`config.mk`:
```
export PLATFORM = sky130hd
export DESIGN_NAME = bin_to_bcd_seq
export DESIGN_NICKNAME = d
export VERILOG_FILES = /design/src/rtl/timer_pkg.sv /design/src/rtl/bcd_add3.sv /design/src/rtl/bin_to_bcd_seq.sv
export SDC_FILE = /design/constraint.sdc
export NUM_CORES = 1
export LEC_CHECK = 0
export ABC_CLOCK_PERIOD_IN_PS = 2200
export CAP_MARGIN = 30
export CORE_MARGIN = 2
export CORE_UTILIZATION = 30
export DETAILED_ROUTE_END_ITERATION = 10
export HOLD_SLACK_MARGIN = 0.08
export PLACE_DENSITY = 0.5
export SYNTH_ARGS = -nofsm -noshare
export SYNTH_HDL_FRONTEND = slang
export SYNTH_SLANG_ARGS = --single-unit
```
`constraint.sdc`:
```
create_clock -name clk_50MHz -period 2.2 [get_ports clk_50MHz]
set_input_delay 0.66 -clock clk_50MHz [delete_from_list [all_inputs] [get_ports clk_50MHz]]
set_output_delay 0.66 -clock clk_50MHz [all_outputs]
set_load 0.03 [all_outputs]
```
`src/rtl/timer_pkg.sv`:
```
// Shared definitions for the timer display path: BCD digit constants, the
// converter FSM state type and the decimal-range helper.
package timer_pkg;

    localparam int BCD_W = 4;
    localparam logic [BCD_W-1:0] ADD3_THRESH = 4'd5;

    typedef enum logic {
        IDLE  = 1'b0,
        SHIFT = 1'b1
    } conv_state_e;

    // Largest value representable with the given number of decimal digits.
    function automatic int unsigned DEC_MAX(input int unsigned digits);
        int unsigned r;
        r = 1;
        for (int unsigned i = 0; i < digits; i++) begin
            r = r * 10;
        end
        return r - 1;
    endfunction

endpackage

```
`src/rtl/bcd_add3.sv`:
```
// Per-digit double-dabble correction: digits of 5 or more get 3 added so the
// following left shift carries correctly into the next decimal digit.
module bcd_add3
    import timer_pkg::*;
(
    input  logic [BCD_W-1:0] digit_in,
    output logic [BCD_W-1:0] digit_out
);

    assign digit_out = (digit_in >= ADD3_THRESH) ? digit_in + 4'd3 : digit_in;

endmodule

```
`src/rtl/bin_to_bcd_seq.sv`:
```
// Sequential shift-add-3 binary to packed BCD converter, one bit per clock.
// Optional saturation on out-of-range input: define BCD_OVERFLOW_SAT_EN.
module bin_to_bcd_seq
    import timer_pkg::*;
#(
    parameter int BIN_W  = 10,
    parameter int DIGITS = 3
) (
    input  logic                      clk_50MHz,
    input  logic                      reset,
    input  logic                      start,
    input  logic [BIN_W-1:0]          bin_in,
    output logic                      busy,
    output logic                      done,
    output logic [BCD_W*DIGITS-1:0]   bcd_out,
    output logic                      overflow
);

    // Handshake: start is only looked at in IDLE and captures bin_in on that
    // edge; busy stays high for the BIN_W shift cycles, then done pulses for
    // one cycle with bcd_out updated. A start seen during that done cycle is
    // accepted, while a start during busy is dropped.

    localparam int W = BCD_W * DIGITS;
    localparam int CNT_W = (BIN_W > 1) ? $clog2(BIN_W) : 1;
    localparam logic [CNT_W-1:0] CNT_LAST = CNT_W'(BIN_W - 1);

    conv_state_e        state_q, state_d;
    logic [BIN_W-1:0]   bin_reg;
    logic [W-1:0]       bcd_acc;
    logic [W-1:0]       bcd_adj;
    logic [W-1:0]       shifted_acc;
    logic [W-1:0]       result;
    logic [CNT_W-1:0]   cnt;
    logic               load;
    logic               last;

    for (genvar k = 0; k < DIGITS; k++) begin : g_digit
        bcd_add3 u_add3 (
            .digit_in  (bcd_acc[k*BCD_W +: BCD_W]),
            .digit_out (bcd_adj[k*BCD_W +: BCD_W])
        );
    end

    // Top bit of the adjusted accumulator falls off here: result is mod 10^DIGITS.
    assign shifted_acc = {bcd_adj[W-2:0], bin_reg[BIN_W-1]};

    always_comb begin
        state_d = state_q;
        load    = 1'b0;
        last    = 1'b0;
        case (state_q)
            IDLE: begin
                if (start) begin
                    load    = 1'b1;
                    state_d = SHIFT;
                end
            end
            SHIFT: begin
                if (cnt == CNT_LAST) begin
                    last    = 1'b1;
                    state_d = IDLE;
                end
            end
            default: state_d = IDLE;
        endcase
    end

    always_ff @(posedge clk_50MHz or negedge reset) begin
        if (!reset) begin
            state_q <= IDLE;
        end else begin
            state_q <= state_d;
        end
    end

    always_ff @(posedge clk_50MHz or negedge reset) begin
        if (!reset) begin
            bin_reg <= '0;
            bcd_acc <= '0;
            cnt     <= '0;
            busy    <= 1'b0;
            done    <= 1'b0;
            bcd_out <= '0;
        end else begin
            done <= 1'b0;
            if (load) begin
                bin_reg <= bin_in;
                bcd_acc <= '0;
                cnt     <= '0;
                busy    <= 1'b1;
            end else if (state_q == SHIFT) begin
                bcd_acc <= shifted_acc;
                bin_reg <= bin_reg << 1;
                cnt     <= cnt + 1'b1;
                if (last) begin
                    bcd_out <= result;
                    done    <= 1'b1;
                    busy    <= 1'b0;
                end
            end
        end
    end

`ifdef BCD_OVERFLOW_SAT_EN
    localparam int unsigned DEC_MAX_V = DEC_MAX(DIGITS);
    localparam logic [W-1:0] ALL_NINES = {DIGITS{4'h9}};

    logic ovf_flag;
    logic overflow_q;

    always_ff @(posedge clk_50MHz or negedge reset) begin
        if (!reset) begin
            ovf_flag   <= 1'b0;
            overflow_q <= 1'b0;
        end else begin
            if (load) begin
                ovf_flag <= (32'(bin_in) > DEC_MAX_V);
            end
            if (last) begin
                overflow_q <= ovf_flag;
            end
        end
    end

    assign result   = ovf_flag ? ALL_NINES : shifted_acc;
    assign overflow = overflow_q;
`else
    assign result   = shifted_acc;
    assign overflow = 1'b0;
`endif

endmodule
```
# Word level (Yosys, flattened, before mapping)
# Cells that the tools add are included.
[word_totals] ff_bits=41 input_bits=13 out_inout_bits=15 word_cells=42
[classes] n_addsub=4 magnitude_cmp=3 eq_ne=1 n_mux=21 bitwise=2 n_reduce_logical=4
[op_table] operator="$mux W12" count=2
[op_table] operator="$mux W10" count=2
[op_table] operator="$mux W4" count=4
[op_table] operator="$ge A4 B3 Y1 const B" count=3
[op_table] operator="$mux W1" count=11
[op_table] operator="$add A4 B2 Y4 const B" count=2
[op_table] operator="$add A4 B1 Y4 const B" count=1
[op_table] operator="$eq A4 B4 Y1 const B" count=1
[op_table] operator="$reduce_bool A2 Y1" count=2
[op_table] operator="$add A3 B2 Y3 const B" count=1
[op_table] operator="$mux W3" count=1
[op_table] operator="$reduce_and A3 Y1" count=1
[op_table] operator="$not A1 Y1" count=2
[op_table] operator="$pmux W1 S2" count=1
[op_table] operator="$reduce_and A2 Y1" count=1

# Longest topological paths before layout
# Gate-level depths: netlist of the first run.
[depth] depth_word=6 depth_mapped=6

# Cells and area by module
# From an unflattened synthesis of the first run, not the netlist that was laid out.
[hier_totals] cells_unflattened=171 area_unflattened_um2=1995.7
[modules_own_cells] mod="bin_to_bcd_seq" n_inst=1 cells_per_inst=123 area_each_um2=1691.6
[modules_own_cells] mod="bcd_add3" n_inst=3 cells_per_inst=16 area_each_um2=101.3

# Least setup slack after synthesis of the first run
# OpenSTA, ideal clock, no wires.
[synth_timing] path_type="reg2reg" from="reg bcd_acc[8]" to="reg bcd_out[10]" setup_time_ps=125 arrival_time_ps=1266 required_time_ps=2075 path_slack_ps=808 stages_incl_launch_ff=7 path_buffers=0 synth_period_minus_slack_ps=1392 path_cell_list="dfrtp_1 > inv_1 > ha_1 > nand2b_1 > a21oi_2 > mux2i_1 > mux2_4"
[synth_between] elab_chain_cells=2 word_cells_on_any_way=3
[synth_lines] element="start: declaration" line_no="bin_to_bcd_seq.sv:30" source="logic [W-1:0] bcd_acc;"
[synth_lines] element="start signal: assignment" line_no="bin_to_bcd_seq.sv:93" source="bcd_acc <= shifted_acc;"
[synth_lines] element="$ge A4 B3 Y1 / $add A3 B2 Y3 (equally long branches)" line_no="bcd_add3.sv:10" source="assign digit_out = (digit_in >= ADD3_THRESH) ? digit_in + 4'd3 : digit_in;"
[synth_lines] element="$mux W3 *" line_no="bcd_add3.sv:10"
[synth_lines] element="end signal: assignment" line_no="bin_to_bcd_seq.sv:97" source="bcd_out <= result;"
[synth_lines] element="end: declaration" line_no="bin_to_bcd_seq.sv:15" source="output logic [BCD_W*DIGITS-1:0] bcd_out,"
# Every way passes the cells marked *; elsewhere a longest branch is shown, timed or not.
# A chain may end at the register's enable or synchronous reset.

# Final worst setup path of the first run
[layout_timing] from="reg bcd_out[1]" to="out bcd_out[1]"
# No word-level cell between the ends.

==> results of run 1 <==
## layout make-up
| class | instances | area [sq um] |
|---|---|---|
| fillers | 674 | 3910 |
| flip-flops and latches | 41 | 1030 |
| multi-input cells | 124 | 841 |
| repair buffers | 30 | 285 |
| well taps | 77 | 96.3 |
| clock buffers | 7 | 86.3 |
| inverters | 9 | 36.3 |
| clock inverters | 1 | 30.0 |
## logic make-up after synthesis
logic type / after synthesis / synth area share
XOR/XNOR: 4 / 0.0180
flip-flops: 41 / 0.526
AO/OA/AOI/OAI: 43 / 0.134
buffers and inverters: 17 / 0.0430
adder cells (fa/ha/maj): 8 / 0.0513
multiplexers: 19 / 0.105
other: 1 / 0.00192
AND/OR/NAND/NOR: 49 / 0.121
## cell usage after synthesis, drive strengths merged
cell	instances	share of area
a21o	5	0.020
a21oi	9	0.029
a22o	5	0.022
and2	2	0.0064
and2b	1	0.0039
buf	8	0.024
conb	1	0.0019
dfrtp	41	0.53
ha	8	0.051
inv	9	0.019
mux2	6	0.038
mux2i	13	0.067
nand2	23	0.044
nand2b	3	0.0096
nand3	3	0.010
nor2	7	0.015
nor3	4	0.010
nor3b	3	0.012
o21ai	23	0.059
o31ai	1	0.0039
or3	3	0.0096
xnor2	3	0.013
xor2	1	0.0045
## through the flow
stage	instances	util	area [sq um]	total power [mW]	worst slack, ns
floorplan	182	-	1950	2.53	0.808
global placement	281	0.362	2280	3.05	0.307
detailed placement	281	0.362	2280	3.06	0.303
CTS	289	0.380	2400	3.71	0.191
global route	289	0.380	2400	3.97	0.154
finish	289	0.380	2400	3.64	0.215
## worst reg2reg max path, delay by kind of cell, from the launching register on
| family | cells | cell delay [ns] |
|---|---|---|
| buf+inv | 1 | 0.25 |
| flops | 1 | 0.40 |
| mux | 1 | 0.36 |
| simple gates | 2 | 0.50 |
## per-layer routing
metal  global-route usage  vias to the layer above  part of all wire
met3               0.0324                        5             0.040
met2                0.185                       21              0.47
met5                    0                        -                 0
met4               0.0303                        0             0.010
met1                0.147                      646              0.48
li1                     -                      680                 -
## worst min-delay path by stage
stage / startpoint / endpoint / slack [ns] / depth (start not counted)
floorplan: reset / bcd_acc[0]$_DFFE_PN0P_ / 0.36 / 0
global placement: bcd_out[3]$_DFFE_PN0P_ / bcd_out[3]$_DFFE_PN0P_ / 0.47 / 2
detailed placement: bin_reg[4]$_DFFE_PN0P_ / bin_reg[5]$_DFFE_PN0P_ / 0.47 / 2
CTS: reset / bcd_out[1]$_DFFE_PN0P_ / 0.45 / 2
global route: reset / bcd_out[1]$_DFFE_PN0P_ / 0.48 / 2
finish: reset / bcd_out[1]$_DFFE_PN0P_ / 0.42 / 2
## power groups by stage
stage | logic (mW) | clock network, mW | registers (mW)
detailed placement | 1.73 | 0 | 1.33
floorplan | 1.02 | 0 | 1.51
global route | 1.91 | 0.685 | 1.38
global placement | 1.72 | 0 | 1.33
CTS | 1.74 | 0.651 | 1.32
finish | 1.70 | 0.626 | 1.31
## layout by cell type, fill, tap and decap left out
cell             instances
a21o_2                   1
nor2_1                   6
a22o_1                   5
dfrtp_1                 41
a21o_1                   4
xor2_1                   1
clkdlybuf4s50_1         25
buf_4                    4
mux2i_1                 13
inv_1                    8
conb_1                   1
and2_1                   2
clkbuf_8                 6
or3_1                    3
nand3_1                  2
inv_4                    1
o31ai_1                  1
and2b_1                  1
nor2_2                   1
mux2_4                   2
nand3_2                  1
a21oi_2                  3
mux2_2                   4
nor3_1                   4
ha_1                     8
nor3b_1                  3
a21oi_1                  6
nand2b_1                 3
o21ai_0                 19
o21ai_1                  4
bufinv_16                1
buf_2                    1
nand2_1                 23
xnor2_1                  3
clkbuf_1                 1
==> reports/summary.txt, run 1 <==
Status: completed
Final Hold Fails: 0
Diodes inserted: 0
Syn avg cell area: 10.7 sq um
Worst path depth: 1
Worst path bufs/invs: 1
Sw Ratio: 0.388
Hold Crit Class: in2async
Vias: 1,352
Hold_buf cts: 0
Drt first pass iters: 3
Layout Area Growth over Synthesis: 23.1%
Yosys warning count: 0
Sequential fraction of the synthesis area: 0.526
CP startpoint kind: register
Mapped Cells: 182
Dpl hpwl: 2540 microns
Worst-case reg-to-reg path depth: 4
Slowest stage delay, CP: 0.68 ns
Part of the power in registers: 0.361
Clock root buffer: clkbuf_8
Worst hold margin: 0.424 ns
Initial Utilization: 0.309
Cell Pwr Density: 1520 nW/um^2
R2r startpoint: cnt[2]$_DFFE_PN0P_
#FFs+latches synth: 41
CP Data Required Time: 1.54 ns
Final Cycle Share: 0.902
Worst Skew: 0.00399 ns
PortBufs: 26
H-tree Lvls: 2
Cell family with most CP delay: buffers and inverters
Total CTS buffers: 5
Slowest cell on the critical path: clkdlybuf4s50_1
CP max FO: 2
Rel. slew slack: 0.642
Mapped Area: 1950 sq um
Antenna violations before repair: 0
CP arrival: 1.32 ns
Clock tree from TritonCTS: yes
Routability-driven placement congestion ratio: 0.694
Critical Path Sink: bcd_out[1]
Final WL: 3720 microns
Drt first-iter violations: 39
Crit-path cells: clkdlybuf4s50_1
Worst r2r dst: bcd_out[5]$_DFFE_PN0P_
WL/cell: 12.9 microns
Peak supply drop: 0.000587 V
Core area: 6310 sq um
Num ports: 28
Pins Over Slew Limit: 0
Share of cells above drive strength 1: 0.118
CTS sink count: 41
RSZ-0062 raised after global routing: no
Post-CTS sizing: 0
Number of vias per cell: 4.68
Largest net degree at the start of global routing: 42
# DRC: 0
Die width: 84.6 microns
Clock power frac: 0.172
Clock-pin slew on the worst setup and hold paths: 0.08 ns
Final setup TNS: 0 ns
First-pass GRT wire length: 6530 microns
GRT Residual Overflow: 0
Max Cap Viol: 0
Final setup viols: 0
Unique masters post-synth: 31
Tmin final: 1.98 ns
Maximum clock frequency: 0.504 GHz
Fin nets: 232
Vias in the first global route: 1,393
Critical path class: reg2out
Row count: 29
Switch Pwr: 1.41 mW
Die Y: 84.6 microns
Setup Buffers After CTS: 0
Final ANT Viol Nets: 0
Logic gate share of total power: 0.467
Die ar.: 7160 sq um
Worst skew pair latency: 0.29 ns
Worst-Margin Slew: 0.536 ns
Pint: 2.23 mW
Crit. Startpoint: bcd_out[1]$_DFFE_PN0P_
R2r setup slk: 0.59 ns
P_leak: 1.11 nW
Max Root-Sink Buffers: 2
Total GRT Usage: 0.113
Mapped Nets: 203
Crit path capture type: output pin
Power figures use the tool's default switching activity.
==> run 2, diff against run 1 <==
- SLEW_MARGIN: unset -> 20
==> results of run 2 <==
The final DEF is identical to that of run 1; final timing and power are the same.
==> run 3, diff against run 2 <==
- CORE_UTILIZATION: 30 -> 41
- PLACE_DENSITY: 0.5 -> 0.64
==> run 3 against run 2 <==
Compared with the run above:
- largest power group unchanged
- register-to-register slack improved by 0.05 ns
- total power decreased by 5.0%
- core utilization increased by 12 points
- critical endpoint is now bcd_out[0]
- clock-buffer cell count decreased by 1
- via count decreased by 1.6%
- clock power decreased by 24%
- critical path type unchanged
- worst hold slack got worse by 0.037 ns
- worst setup slack got worse by 0.0013 ns
==> reports/summary.txt, run 3 (same netlist as run 1, synthesis figures left out) <==
Final WL: 3470 microns
Total CTS buffers: 5
Switch Pwr: 1.38 mW
CP Data Required Time: 1.54 ns
Final setup viols: 0
Setup WS pre-CTS: 0.293 ns
R2r startpoint: cnt[1]$_DFFE_PN0P_
Post-route cell area: 2340 sq um
Die width: 73.0 microns
First-pass GRT wire length: 6130 microns
Slowest stage delay, CP: 0.67 ns
PortBufs: 26
Core area: 4660 sq um
Logic gate share of total power: 0.484
Seq. cell area: 1030 sq um
Clock-pin slew on the worst setup and hold paths: 0.08 ns
Final ANT Viol Nets: 0
CP max FO: 2
Util after Layout: 0.502
H-tree Lvls: 2
WL/cell: 13.0 microns
CP startpoint kind: register
Pins Over Slew Limit: 0
P_leak: 1.10 nW
Worst Skew: 0.00585 ns
R2r setup slk: 0.64 ns
Highest-count cells in the layout ignoring fill and taps: dfrtp_1, clkdlybuf4s50_1, nand2_1
Crit path capture type: output pin
Final setup TNS: 0 ns
Fin nets: 232
Hold_buf cts: 0
Share of cells above drive strength 1: 0.118
Vias: 1,330
Worst-Margin Slew: 0.629 ns
Max Cap Viol: 0
Layout Area Growth over Synthesis: 19.9%
Diodes inserted: 0
Clock tree from TritonCTS: yes
Total GRT Usage: 0.148
Part of the power in registers: 0.380
Rel. slew slack: 0.580
Initial Utilization: 0.419
Hold Crit Class: in2async
Cell family with most CP delay: buffers and inverters
Worst-case reg-to-reg path depth: 5
RSZ-0062 raised after global routing: no
CP arrival: 1.33 ns
Clock power frac: 0.137
Post-CTS sizing: 0
Multi-input gate area: 841 sq um
Commonest non-fill, non-tap cell in the layout: dfrtp_1
Maximum clock frequency: 0.504 GHz
Critical path class: reg2out
Final Hold Fails: 0
Peak supply drop: 0.000485 V
Status: completed
Sw Ratio: 0.400
Worst skew pair latency: 0.29 ns
Fill cells: 436
Drt first-iter violations: 43
Row count: 25
Antenna violations before repair: 0
Crit-path cells: clkdlybuf4s50_1
Dpl hpwl: 2410 microns
Num ports: 28
Slowest cell on the critical path: clkdlybuf4s50_1
Vias in the first global route: 1,309
Number of vias per cell: 5.00
Largest net degree at the start of global routing: 41
Max Root-Sink Buffers: 2
Pint: 2.08 mW
Worst path bufs/invs: 1
Final Cycle Share: 0.903
Worst r2r dst: bcd_out[1]$_DFFE_PN0P_
Cell Pwr Density: 1480 nW/um^2
CTS sink count: 41
GRT Residual Overflow: 0
Area after DPL: 2260 sq um
Total power: 3.46 mW
Die ar.: 5330 sq um
Drt first pass iters: 4
Die Y: 73.0 microns
Tmin final: 1.99 ns
Min setup slack post-route: 0.214 ns
# DRC: 0
Setup Buffers After CTS: 0
Routability-driven placement congestion ratio: 0.769
Clock root buffer: clkbuf_8
run 3: cell count changes in the layout (fill, tap and decap cells not counted), sizes merged:
cell / delta
clkinv: +2
clkbuf: -1
bufinv: -1
run 3: how the worst max path moves through the flow:
stage	cells after the start	end	startpoint	slack, ns
after floorplan	6	bcd_out[10]$_DFFE_PN0P_	bcd_acc[8]$_DFFE_PN0P_	0.81
after global placement	4	bin_reg[1]$_DFFE_PN0P_	start	0.35
after detailed placement	4	bin_reg[7]$_DFFE_PN0P_	start	0.29
after CTS	1	bcd_out[0]	bcd_out[0]$_DFFE_PN0P_	0.19
after global routing	1	bcd_out[0]	bcd_out[0]$_DFFE_PN0P_	0.17
final	1	bcd_out[0]	bcd_out[0]$_DFFE_PN0P_	0.21
run 3: power by group through the flow:
stage / sequential (mW) / clock (mW) / combinational, mW
after floorplan: 1.51 / 0 / 1.02
after global placement: 1.33 / 0 / 1.66
after detailed placement: 1.33 / 0 / 1.70
after CTS: 1.32 / 0.498 / 1.70
after global routing: 1.36 / 0.517 / 1.89
final: 1.31 / 0.473 / 1.67
run 3: through the flow:
step                      hold WS, ns  instances
after floorplan                 0.364        182
after global placement          0.460        258
after detailed placement        0.472        258
after CTS                       0.406        266
after global routing            0.437        266
final                           0.387        266
run 3: cell type report:
cell class,count,share of cell area
repair buffers,30,0.122
clock buffers,6,0.0310
well taps,54,0.0289
clock inverters,2,0.00428
inverters,9,0.0155
multi-input cells,124,0.360
flip-flops and latches,41,0.439
run 3: per-layer routing:
metal,vias up,routed length (microns),global-route usage
met1,615,1670,0.212
met3,7,106,0.0249
li1,683,-,-
met5,-,0,0
met2,25,1620,0.227
met4,0,63,0.0556
==> RTL change 1 (config.mk and constraints of run 2) <==
The option `BCD_OVERFLOW_SAT_EN` is turned on by a define.
--- a/src/rtl/bin_to_bcd_seq.sv
+++ b/src/rtl/bin_to_bcd_seq.sv
@@ -1,5 +1,7 @@
 // Sequential shift-add-3 binary to packed BCD converter, one bit per clock.
 // Optional saturation on out-of-range input: define BCD_OVERFLOW_SAT_EN.
+`define BCD_OVERFLOW_SAT_EN
+
 module bin_to_bcd_seq
     import timer_pkg::*;
 #(
Behaviour: same outputs for any inputs over 10 cycles, from zero or initial values and one cycle with reset low; that may be too few to reach the edited logic, so the function may still have changed.
==> RTL change 1 against run 2 <==
- power up 7.3%
- clock skew shrank 0.65 ps
- non-clock buffer count is 3 higher
- final area is 8.1% higher
- first-iteration DRC count grew 38%
- final cell count increased by 12%
- sequential power up 8%
- global-route usage increased by 0.87 points
- area after synthesis increased by 8.1%
- worst setup slack got worse by 11 ps
- sequential cell count grew 2
- wire length up 15%
- clock power is 3.5% higher
==> RTL change 1: results (changes against run 2) <==
\begin{tabular}{lr}
\hline
Metric & Value \\
\hline
\multicolumn{2}{l}{\textbf{Routing}} \\
Starting DRC count in detailed routing & 54 (+38\%) \\
Drt first pass iters & 2 (-1) \\
Via density & 4.631 (-1.0\%) \\
\multicolumn{2}{l}{\textbf{Final layout}} \\
Fraction of area in multi-input gates & 36.14\% (+1.1 points) \\
Share of layout cells above drive strength 1 & 11.35\% (-0.44 points) \\
Layout net count & 249 (+7.3\%) \\
Multi-Input Combinational & 136 (+9.7\%) \\
Signal buffers share of area & 11.95\% (+0.071 points) \\
Total of clock buffers placed in the layout & 6 (-1) \\
Fraction of standard cell area that is sequential & 41.45\% (-1.3 points) \\
\# fillers & 679 (+0.74\%) \\
Clock-cell share & 4.530\% (-0.32 points) \\
\multicolumn{2}{l}{\textbf{Placed design}} \\
Final weighted congestion in routability-driven placement & 0.7569 (+9.1\%) \\
Post-placement setup slack & 267.8 ps (-35.63 ps) \\
Count of port buffers added during placement & 27 (+3.8\%) \\
\multicolumn{2}{l}{\textbf{Synth}} \\
Top post-synthesis cells by area & dfrtp\_1 (51\%), mux2i\_1 (7.6\%), ha\_1 (4.7\%) \\
Distinct cell type count of the synthesized netlist & 33 (+6.5\%) \\
Number of nets produced by synthesis & 219 (+7.9\%) \\
Commonest cells post-synth & dfrtp\_1 (43), nand2\_1 (24), mux2i\_1 (16) \\
Seq/Total Area, Yosys & 51.01\% (-1.6 points) \\
\multicolumn{2}{l}{\textbf{Timing}} \\
Worst hold-check slack & 428.8 ps (+4.704 ps) \\
Clock skew & 3.346 ps (-0.6464 ps) \\
Tightest slew margin relative to the limit & 61.54\% (-2.7 points) \\
\multicolumn{2}{l}{\textbf{Power}} \\
Switch Pwr & 0.001556 W (+10\%) \\
Max rail drop VDD & 0.4227 mV (-28\%) \\
Static leakage & 1.188 nW (+6.9\%) \\
\multicolumn{2}{l}{\textbf{Global routing}} \\
Number of global-route vias before repair & 1435 (+3.0\%) \\
Largest net degree at the start of global routing & 44 (+4.8\%) \\
GRT Overall Usage & 12.18\% (+0.87 points) \\
\multicolumn{2}{l}{\textbf{Run status}} \\
Run status & complete, no violations \\
\multicolumn{2}{l}{\textbf{Critical path}} \\
Startpoint of the most critical register-to-register path & bcd\_acc[0]\$\_DFFE\_PN0P\_ \\
Data arrival time of the critical path & 1340 ps (+20 ps) \\
Register-to-Register Setup Slack & 620 ps (+30 ps) \\
\multicolumn{2}{l}{\textbf{Clocking}} \\
Number of sinks handled by clock tree synthesis & 43 (+4.9\%) \\
\hline
\end{tabular}
==> RTL change 1: cell types whose count changed in the layout (fill, tap and decap cells not counted), moves of 3 or more <==
cell      delta
o21ai_0      -4
nor3b_1      +4
mux2i_1      +3
o21ai_1      -4
nor2_1       +5
a31oi_1      +3
nand2b_1     +4
mux2_2       -3
or3_1        -3
==> RTL change 1: cell families (layout without fill, tap and decap cells) <==
kind of cell,count (synthesis),in the layout,synth area share [%]
buf+inv,19,50,4.507
mux,17,17,8.126
fa+ha+maj,8,8,4.745
xor+xnor,4,4,1.661
simple gates,60,60,14.83
flops,43,43,51.01
compound gates,47,47,15.12
==> RTL change 1: metal layers <==
layer  vias up  global-route usage, %  wire (um)
li1        743                      -          -
met5         -                      0          0
met3         5                  2.922        145
met2        28                  18.87       1927
met4         0                  3.776         40
met1       729                  16.86       2174
==> RTL change 1: final timing paths <==
| kind | endpoint | depth (start not counted) |
|---|---|---|
| max in group asynchronous | bcd_acc[4]$_DFFE_PN0P_ | 2 |
| worst max register to register | bcd_out[2]$_DFFE_PN0P_ | 6 |
| min in group clk_50MHz | bcd_out[0]$_DFFE_PN0P_ | 2 |
| worst max-delay path | busy | 1 |
| worst min-delay path | bin_reg[1]$_DFFE_PN0P_ | 2 |
| worst min register to register | bcd_out[0]$_DFFE_PN0P_ | 2 |
==> RTL change 1: power by group through the flow <==
stage	sequential [W]	combinational (W)	clock [W]
global placement	0.00143	0.00185	0
floorplan	0.00160	0.00115	0
CTS	0.00142	0.00188	0.000674
global route	0.00147	0.00205	0.000703
finish	0.00141	0.00185	0.000648
detailed placement	0.00143	0.00187	0
==> RTL change 1: through the flow <==
stage	cell area, um2	instances
global route	2596	325
finish	2596	325
detailed placement	2479	317
CTS	2596	325
floorplan	2110	198
global placement	2479	317
==> RTL change 2 (config.mk and constraints of run 2) <==
Made on the original files. Register the input `start` before use. The logic sees it one clock later. The other inputs are not delayed to match. Comments in the files are not updated.
--- a/src/rtl/bin_to_bcd_seq.sv
+++ b/src/rtl/bin_to_bcd_seq.sv
@@ -25,6 +25,12 @@
     localparam int CNT_W = (BIN_W > 1) ? $clog2(BIN_W) : 1;
     localparam logic [CNT_W-1:0] CNT_LAST = CNT_W'(BIN_W - 1);
 
+    logic start_q;
+
+    always_ff @(posedge clk_50MHz) begin
+        start_q <= start;
+    end
+
     conv_state_e        state_q, state_d;
     logic [BIN_W-1:0]   bin_reg;
     logic [W-1:0]       bcd_acc;
@@ -51,7 +57,7 @@
         last    = 1'b0;
         case (state_q)
             IDLE: begin
-                if (start) begin
+                if (start_q) begin
                     load    = 1'b1;
                     state_d = SHIFT;
                 end
Check against the original RTL: not equivalent (Yosys sat finds a counterexample within 4 cycles, from zero or initial values and one cycle with reset low).
==> RTL change 2 against run 2 <==
- via count grew 3.8%
- sequential cell count grew 1
- wire length grew 5.5%
- critical path depth is the same
- global-route usage grew 0.63 points
- utilization is essentially flat
- final area grew 1.8%
- worst setup slack lost 9.5 ps
- power shrank 0.34%
- area after synthesis grew 2.9%
- first-iteration DRC count grew 2.6%
- critical path type unchanged
==> RTL change 2: results (changes against run 2) <==
\begin{tabular}{lr}
\hline
Metric & Value \\
\hline
\multicolumn{2}{l}{\textbf{Critical path}} \\
Slowest-stage cell, CP & clkdlybuf4s50\_1 \\
Critical path origin & busy\$\_DFFE\_PN0P\_ \\
Register-to-Register Setup Slack & 590 ps (about the same) \\
Startpoint of the most critical register-to-register path & bcd\_acc[9]\$\_DFFE\_PN0P\_ \\
Critical-path maximum fanout & 2 (unchanged) \\
Reg2Reg Depth & 6 (+2) \\
Crit-path leading delay family & buffers and inverters \\
Worst flop-to-flop path endpoint & bcd\_acc[10]\$\_DFFE\_PN0P\_ \\
Data arrival time of the critical path & 1330 ps \\
\multicolumn{2}{l}{\textbf{Synth}} \\
Commonest cells post-synth & dfrtp\_1 (41), nand2\_1 (24), o21ai\_0 (23) \\
Number of nets produced by synthesis & 210 (+3.4\%) \\
Top post-synthesis cells by area & dfrtp\_1 (51\%), mux2i\_1 (6.0\%), o21ai\_0 (5.7\%) \\
Distinct cell type count of the synthesized netlist & 35 (+13\%) \\
Most used flip-flop cell after synthesis & dfrtp\_1 \\
Async set-reset flop share out of synthesis & 97.62\% (-2.4 points) \\
Seq/Total Area, Yosys & 52.12\% (-0.48 points) \\
\multicolumn{2}{l}{\textbf{Final layout}} \\
Diodes inserted & 0 (unchanged) \\
Share of layout cells above drive strength 1 & 12.79\% (+0.99 points) \\
Layout net count & 239 (+3.0\%) \\
\multicolumn{2}{l}{\textbf{Routing}} \\
Drt first pass iters & 6 (+3) \\
Starting DRC count in detailed routing & 40 (+2.6\%) \\
Via density & 4.740 (+1.3\%) \\
Wire length per cell & 13.24 um (+3.0\%) \\
\multicolumn{2}{l}{\textbf{Clocking}} \\
Worst-path clk slew & 90 ps \\
Post-CTS sizing & 0 (unchanged) \\
Library cell used as clock root buffer & clkbuf\_8 \\
Number of buffers inserted during clock tree synthesis & 5 (unchanged) \\
Maximum level of the CTS H-tree & 2 (unchanged) \\
Deepest clock path buffer count & 2 (unchanged) \\
Source-to-sink clock delay at the later pin of the worst-skew pair & 300 ps \\
\multicolumn{2}{l}{\textbf{Run status}} \\
Run status & complete, no violations \\
\multicolumn{2}{l}{\textbf{Placed design}} \\
Final weighted congestion in routability-driven placement & 0.6980 (+0.61\%) \\
HPWL reported at the end of detailed placement & 2693 um (+6.2\%) \\
Count of port buffers added during placement & 26 (unchanged) \\
\multicolumn{2}{l}{\textbf{Power}} \\
Max rail drop VDD & 0.3832 mV (-35\%) \\
Static leakage & 1.115 nW (+0.30\%) \\
Sw Ratio & 40.30\% (+1.5 points) \\
\multicolumn{2}{l}{\textbf{Global routing}} \\
First-pass GRT wire length & 6844 um (+4.9\%) \\
GRT Overall Usage & 11.94\% (+0.63 points) \\
Antenna violations before repair & 0 (unchanged) \\
Number of global-route vias before repair & 1391 (-0.14\%) \\
Largest net degree at the start of global routing & 31 (-26\%) \\
\multicolumn{2}{l}{\textbf{Timing}} \\
Slew at the pin closest to its max-slew limit & 514.2 ps (-22.13 ps) \\
Clock skew & 9.314 ps (+5.321 ps) \\
Worst hold-check slack & 296.8 ps (-127.3 ps) \\
\hline
\end{tabular}
-- RTL change 2: changes by cell type in the layout (fill, tap and decap cells not counted), moves of 2 or more --
cell     change
a21o_1       +2
a22o_1       -3
nor3b_1      +3
o21ai_0      +4
o21ai_1      -4
-- RTL change 2: power by group through the flow --
stage / Combinational, W / Sequential (W) / Clock, W
CTS: 0.00178 / 0.00136 / 0.000554
finish: 0.00174 / 0.00135 / 0.000534
detailed placement: 0.00177 / 0.00136 / 0
global route: 0.00196 / 0.00140 / 0.000590
global placement: 0.00176 / 0.00137 / 0
floorplan: 0.00107 / 0.00154 / 0
-- RTL change 2: worst max path at each step --
stage / endpoint / slack (ps)
finish: busy / 210
global route: bcd_out[6] / 150
CTS: busy / 190
detailed placement: busy / 530
global placement: bcd_out[3] / 540
floorplan: bcd_acc[10]$_DFFE_PN0P_ / 730
-- RTL change 2: per-stage QoR --
| stage | cells | utilization [%] | area (um2) | setup slack (ps) | power (W) |
|---|---|---|---|---|---|
| after detailed placement | 288 | 36.59 | 2350 | 533.8 | 0.003139 |
| after CTS | 296 | 38.07 | 2445 | 192.3 | 0.003690 |
| after global placement | 288 | 36.59 | 2350 | 537.8 | 0.003126 |
| after global routing | 296 | 38.07 | 2445 | 152.1 | 0.003952 |
| after floorplan | 189 | - | 2007 | 730.5 | 0.002616 |
| final | 296 | 38.07 | 2445 | 205.7 | 0.003627 |
-- RTL change 2: metal layers --
metal | track usage, % | share of wire [%] | wire length (um) | vias up
li1 | - | - | - | 703
met1 | 17.02 | 51 | 1984 | 672
met2 | 16.97 | 44 | 1740 | 26
met3 | 4.620 | 4.5 | 175 | 2
met4 | 3.030 | 0.48 | 19 | 0
met5 | 0 | 0 | 0 | -
-- RTL change 2: area by class of cell --
class | count | area, um2
Multi-Input combinational cell | 129 | 878.3
Clock buffer | 6 | 82.58
Inverter | 9 | 36.28
Sequential cell | 42 | 1046
Tap cell | 77 | 96.34
Timing Repair Buffer | 31 | 292.8
Fill cell | 636 | 3978
Clock inverter | 2 | 12.51
-- RTL change 2: cell families (layout without fill, tap and decap cells) --
group / count (synthesis) / after routing / share of synthesized area (%)
adders and majority gates: 8 / 8 / 4.988
DFF: 42 / 42 / 52.12
AOI/OAI and AO/OA: 44 / 44 / 13.84
other: 1 / 1 / 0.1869
xor gates and xnor gates: 4 / 4 / 1.746
muxes: 17 / 17 / 8.977
and+or+nand+nor: 55 / 55 / 14.03
buffers and inverters: 18 / 48 / 4.115
